===== config.mk =====
export PLATFORM = sky130hd
export DESIGN_NAME = branch_target_buffer
export DESIGN_NICKNAME = d
export VERILOG_FILES = /design/src/rtl/branch_target_buffer.sv
export SDC_FILE = /design/constraint.sdc
export NUM_CORES = 2
export LEC_CHECK = 0
export CORE_MARGIN = 2
export CORE_UTILIZATION = 45
export DETAILED_ROUTE_END_ITERATION = 10
export PLACE_DENSITY = 0.65
export SLEW_MARGIN = 20
export SYNTH_ARGS = -nofsm -noshare
export SYNTH_HDL_FRONTEND = slang
export SYNTH_SLANG_ARGS = --single-unit

===== constraint.sdc =====
create_clock -name clk -period 26.1 [get_ports clk]
set_input_delay 3.915 -clock clk [delete_from_list [all_inputs] [get_ports clk]]
set_output_delay 3.915 -clock clk [all_outputs]
set_load 0.01 [all_outputs]

===== src/rtl/branch_target_buffer.sv =====
// branch_target_buffer: direct-mapped BTB with 2-bit direction counters, post-reset invalidate sweep, 1-cycle lookup. Ports: clk, rst, fetchValid/fetchPc -> branchPredict, ready, updateValid/updatePc/updateTaken/updateTarget. Optional BTB_UPDATE_FORWARD_EN forwards a same-index update into the lookup.
package btb_pkg;
  localparam int ADDR_WIDTH = 32;
  typedef logic [ADDR_WIDTH-1:0] PC;
  typedef struct packed {
    logic isNextPcPredicted;
    logic isBranchTakenPredicted;
    PC    predictedNextPc;
  } BranchPredict;
endpackage

module branch_target_buffer
  import btb_pkg::*;
#(
  parameter  int ENTRY_NUM   = 64,
  localparam int INDEX_WIDTH = $clog2(ENTRY_NUM),
  localparam int TAG_WIDTH   = ADDR_WIDTH - 2 - INDEX_WIDTH
) (
  input  logic         clk,
  input  logic         rst,
  input  logic         fetchValid,
  input  PC            fetchPc,
  output BranchPredict branchPredict,
  output logic         ready,
  input  logic         updateValid,
  input  PC            updatePc,
  input  logic         updateTaken,
  input  PC            updateTarget
);
  localparam logic [0:0] INIT = 1'b0;
  localparam logic [0:0] READY = 1'b1;
  localparam logic [INDEX_WIDTH-1:0] LAST_IDX = INDEX_WIDTH'(ENTRY_NUM - 1);
  logic [0:0] state;
  logic [INDEX_WIDTH-1:0] sweepIdx;
  logic [ENTRY_NUM-1:0] validArr;
  logic [TAG_WIDTH-1:0] tagArr [ENTRY_NUM];
  PC targetArr [ENTRY_NUM];
  logic [1:0] cntArr [ENTRY_NUM];
  logic isReady, updHit, updWrite, rdValid, lookupTaken, unusedPcBits;
  logic [INDEX_WIDTH-1:0] fetchIdx, updIdx;
  logic [TAG_WIDTH-1:0] fetchTag, updTag, rdTag;
  logic [1:0] curCnt, newCnt, rdCnt;
  PC newTarget, rdTarget;
  BranchPredict nextPred;
  assign isReady = state == READY;
  assign ready = isReady;
  assign fetchIdx = fetchPc[2 +: INDEX_WIDTH];
  assign fetchTag = fetchPc[ADDR_WIDTH-1 -: TAG_WIDTH];
  assign updIdx = updatePc[2 +: INDEX_WIDTH];
  assign updTag = updatePc[ADDR_WIDTH-1 -: TAG_WIDTH];
  assign unusedPcBits = ^updatePc[1:0];
  assign curCnt = cntArr[updIdx];
  assign updHit = validArr[updIdx] && tagArr[updIdx] == updTag;
  // a not-taken miss has nothing worth remembering, so it writes nothing
  assign updWrite = isReady && updateValid && (updHit || updateTaken);
  assign newCnt = !updHit ? 2'd2
                : updateTaken ? (curCnt == 2'd3 ? 2'd3 : curCnt + 2'd1)
                : (curCnt == 2'd0 ? 2'd0 : curCnt - 2'd1);
  assign newTarget = (updHit && !updateTaken) ? targetArr[updIdx] : updateTarget;
`ifdef BTB_UPDATE_FORWARD_EN
  logic fwd;
  assign fwd = updWrite && updIdx == fetchIdx;
  assign rdValid = fwd || validArr[fetchIdx];
  assign rdTag = fwd ? updTag : tagArr[fetchIdx];
  assign rdTarget = fwd ? newTarget : targetArr[fetchIdx];
  assign rdCnt = fwd ? newCnt : cntArr[fetchIdx];
`else
  assign rdValid = validArr[fetchIdx];
  assign rdTag = tagArr[fetchIdx];
  assign rdTarget = targetArr[fetchIdx];
  assign rdCnt = cntArr[fetchIdx];
`endif
  assign lookupTaken = fetchValid && rdValid && rdTag == fetchTag && rdCnt[1];
  assign nextPred = '{lookupTaken, lookupTaken, lookupTaken ? rdTarget : fetchPc + PC'(4)};
  always_ff @(posedge clk) begin
    if (rst) begin
      state <= INIT;
      sweepIdx <= '0;
      branchPredict <= '0;
    end else begin
      branchPredict <= isReady ? nextPred : '0;
      if (!isReady) begin
        sweepIdx <= sweepIdx + 1'b1;
        if (sweepIdx == LAST_IDX) state <= READY;
      end
    end
  end
  always_ff @(posedge clk) begin
    if (!rst) begin
      if (!isReady) validArr[sweepIdx] <= 1'b0;
      else if (updWrite) begin
        validArr[updIdx] <= 1'b1;
        tagArr[updIdx] <= updTag;
        targetArr[updIdx] <= newTarget;
        cntArr[updIdx] <= newCnt;
      end
    end
  end
endmodule


==> impl_summary.log <==
[metrics] Setup Crit Path Kind: primary input to flip-flop
[metrics] Gate Count Post-Synth: 8373
[metrics] DRC violation total after the first TritonRoute iteration: 15730
[metrics] antenna violations before repair: between 60 and 70
[metrics] worst-case headroom to the max-slew limit: around 14%
[metrics] count of input and output buffers: roughly 130
[metrics] FF-to-FF End: tagArr[47][19]$_DFFE_PP_
[metrics] initial standard-cell utilization of the core: between 40% and 50%
[metrics] CP Max Fanout: a little under 60
[metrics] number of buffers added for setup after CTS: 0
[metrics] Remaining Overflow, GRT: 0
[metrics] most common cell after layout, fill and taps aside: edfxtp_1
[metrics] number of hold buffers added after CTS: 0
[metrics] static leakage: 57.1 nW
[metrics] number of maximum-capacitance violations: 0
[metrics] relative contribution of combinational cells to total power: 6.6%
[metrics] final wirelength: about 540 mm
[metrics] distinct cell type count after synthesis: 90
[metrics] number of iterations in the first detailed-routing pass: 9
[metrics] switching pwr: a little under 3 mW
[metrics] Layout fillers: about 28000
[metrics] clock tree from TritonCTS: built
[metrics] post-synthesis average cell area: ~19 sq um
[metrics] critical path arrival: about 12000 ps
[metrics] Final setup viols: 0
[metrics] count of state elements after synthesis: 3816
[metrics] number of enable-type register cells in the synthesized netlist: about 3800
[metrics] total routing resource utilization after global routing: slightly below 30%
[metrics] horizontal extent of the die: around 600 um
[metrics] post-layout total power: between 10 and 15 mW
[metrics] area taken by flip-flops and latches: roughly 110000 sq um
[metrics] minimum clock period: roughly 12000 ps
[metrics] asr flop ratio synth: 0%
[metrics] ratio of routed vias to standard cells: 6.94
[metrics] critical hold path startpoint: sweepIdx[1]$_SDFFE_PP0N_
[metrics] Worst Path Required: around 27000 ps
[metrics] Final Net Count: between 8000 and 9000
[metrics] YS warnings: 0
[metrics] kind of launch point of the worst setup path: primary input
[metrics] commonest register cell after synthesis: edfxtp_1
[metrics] commonest non-fill, non-tap cells in the layout: edfxtp_1, mux4_2, mux2i_1
[metrics] depth of the CTS H-tree: 5
[metrics] slew of the pin with the lowest slew margin: 1270 ps
[metrics] RSZ-0062 raised after global routing: false
[metrics] post-detailed-placement half-perimeter wirelength: 304 mm
[metrics] clock latency of the later-clocked register in the worst-skew pair: just under 1000 ps
[metrics] total negative setup slack: 0 ps
[metrics] Post-DRT Antenna Nets: 0
[metrics] cell at the root of the clock tree: clkbuf_16
[metrics] via count of the first global-routing pass: between 90000 and 100k
[metrics] number of max-slew violations in the final report: 0
[metrics] DRC viols: 0
[metrics] Post-Route Skew: slightly below 50 ps
[metrics] Clk pwr share: about two fifths
[metrics] fraction of final layout cells with drive strength greater than 1: roughly 25%
[metrics] switching part of the total power: a little under a quarter
[metrics] part of the cycle the worst path needs: ~44%
[metrics] Num Clock Sinks: 3816
[metrics] reg2reg path depth: 12
[metrics] count of cells resized by post-cts repair: 0
[metrics] sequential element share of the synthesized area: 70.7%
[metrics] Layout area overhead: 12.6%
[metrics] detailed-route via count: ~95000
[metrics] wire length per cell after detailed routing: just under 40 um
[metrics] I/O pin total: roughly 140
[metrics] die area: around 360000 sq um
[metrics] first-pass GRT wire length: around 740 mm
[metrics] worst voltage drop across the vdd grid: slightly above 60 uV
[metrics] Hold Path End: sweepIdx[1]$_SDFFE_PP0N_
[metrics] post-synth design cell area: roughly 160000 sq um
[metrics] largest net degree at the start of global routing: between 100 and 150
[metrics] power density over cell area: around 72 nW/um^2
[metrics] power share of the sequential group: roughly half
[metrics] row count: between 200 and 250
[metrics] Placer Congestion: roughly 0.94
[metrics] kind of path behind the tightest hold check: flip-flop to flip-flop
[metrics] worst setup margin: 14520 ps
[metrics] run status: finished clean
[metrics] internal power: between 10 and 15 mW
[metrics] Clock Path Buffers: 4
[metrics] area taken by multi-input logic gates: 45400 sq um
[metrics] Die Y: between 600 and 700 um
[metrics] hold_ws: between 600 and 700 ps
[metrics] Mapped Nets: between 8000 and 9000
[metrics] maximum clock frequency: approximately 86 MHz
[metrics] clock slew seen by the registers of the worst setup and hold paths: ~60 ps
[metrics] final-report hold violation count: 0
[metrics] number of buffers created by CTS: between 300 and 400
[metrics] startpoint of the lowest-slack register-to-register path: validArr[50]$_DFFE_PP_
[metrics] worst-case register-to-register setup slack: just over 20000 ps
[metrics] area of the core: 356000 sq um
[metrics] critical path capture point type: flip-flop
[metrics] cell count of the worst hold path: 2
[metrics] worst-case setup slack after placement: ~14000 ps
[routing by layer]
layer / GRT usage [%] / vias up / part of all wire, %
met3: 8.21 / 1600 / 13
met5: 0.291 / - / 0.066
met1: 37.1 / 50023 / 35
li1: - / 36067 / -
met2: 45.7 / 7303 / 47
met4: 14.5 / 34 / 5.7
[cell families after synthesis]
kind of cell / after synthesis / share of synthesized area, %
fa+ha+maj: 3 / 0.0217
buf+inv: 646 / 1.80
compound gates: 1307 / 5.89
mux: 1614 / 18.4
flops: 3816 / 70.7
xor+xnor: 92 / 0.499
simple gates: 895 / 2.68
[stage by stage]
stage | cell area [sq um] | instances | util, %
after floorplan | 161000 | 8373 | -
after global placement | 169000 | 12960 | 47.5
after detailed placement | 169000 | 12960 | 47.5
after CTS | 182000 | 13672 | 51.0
after global routing | 182000 | 13687 | 51.0
final | 182000 | 13702 | 51.0
[power by group through the flow]
stage / sequential, mW / clock (mW) / combinational, mW
4_1_cts: 6.75 / 5.51 / 0.839
6_report: 6.74 / 5.47 / 0.864
2_1_floorplan: 6.87 / 0 / 0.474
5_1_grt: 6.74 / 5.74 / 0.887
3_5_place_dp: 6.88 / 0 / 0.836
3_3_place_gp: 6.87 / 0 / 0.823
[state kept, by name, indices dropped and copies added, names as in the netlist]
signal         cells
tagArr          1536
branchPredict     33
cntArr           128
ready              1
validArr          64
targetArr       2048
sweepIdx           6
[worst max-delay path: stages]
cell and delay [ps]:
buf_8 320, buf_4 410, nor2b_4 600, buf_4 610, buf_4 700, buf_4 650
a221oi_1 200, o21ai_0 780, a22oi_1 200, nand4_1 160, xor2_1 140, nor4b_1 820
and4_1 570, a41oi_4 170, buf_4 360, nor3_2 700, buf_4 630
[how the worst max path moves through the flow]
stage / from / to / slack [ps] / depth (start not counted)
2_1_floorplan: updatePc[4] / validArr[0]$_DFFE_PP_ / 12600 / 12
3_3_place_gp: fetchPc[2] / branchPredict[28]$_SDFF_PP0_ / 13920 / 16
3_5_place_dp: fetchPc[2] / branchPredict[18]$_SDFF_PP0_ / 13850 / 16
4_1_cts: fetchPc[2] / branchPredict[18]$_SDFF_PP0_ / 14860 / 16
5_1_grt: fetchPc[2] / branchPredict[29]$_SDFF_PP0_ / 14350 / 17
6_report: updatePc[2] / tagArr[47][19]$_DFFE_PP_ / 14520 / 17
[cell type report]
cell class	instances	area share (%)
flip-flops and latches	3816	62.8
multi-input cells	3911	24.9
clock buffers	493	5.73
well taps	4751	3.27
repair buffers	468	2.10
clock inverters	219	1.06
inverters	17	0.0461
diodes	27	0.0372
[Yosys cell counts (12+ instances only)]
cell / number / area, sq um
edfxtp_1: 3776 / 113000
o211ai_1: 20 / 150
o22ai_1: 89 / 557
nor2_1: 215 / 807
buf_1: 97 / 364
a22o_1: 38 / 333
a221oi_1: 253 / 2220
dfxtp_1: 40 / 801
nand2_1: 299 / 1120
a211oi_1: 14 / 105
nor2b_1: 21 / 131
a31oi_1: 25 / 156
clkbuf_1: 319 / 1200
nand3_1: 56 / 280
nor3_1: 76 / 380
buf_6: 13 / 146
nor4_1: 16 / 100
a22oi_1: 187 / 1400
xnor2_1: 47 / 412
a221o_1: 40 / 400
mux2_1: 31 / 349
nand3b_1: 61 / 458
mux2_2: 66 / 743
o21ai_1: 45 / 225
o221ai_1: 49 / 429
nand2b_1: 28 / 175
and2_1: 14 / 87.6
buf_4: 56 / 420
mux2i_1: 448 / 4480
mux4_2: 1063 / 23900
xor2_1: 45 / 394
buf_2: 144 / 721
and3_1: 26 / 163
nand4_1: 26 / 163
or2_2: 12 / 75.1
o22a_1: 104 / 911
o21ai_0: 218 / 1090
a21oi_1: 126 / 631
No activity file was read; power rests on OpenSTA's default activity.
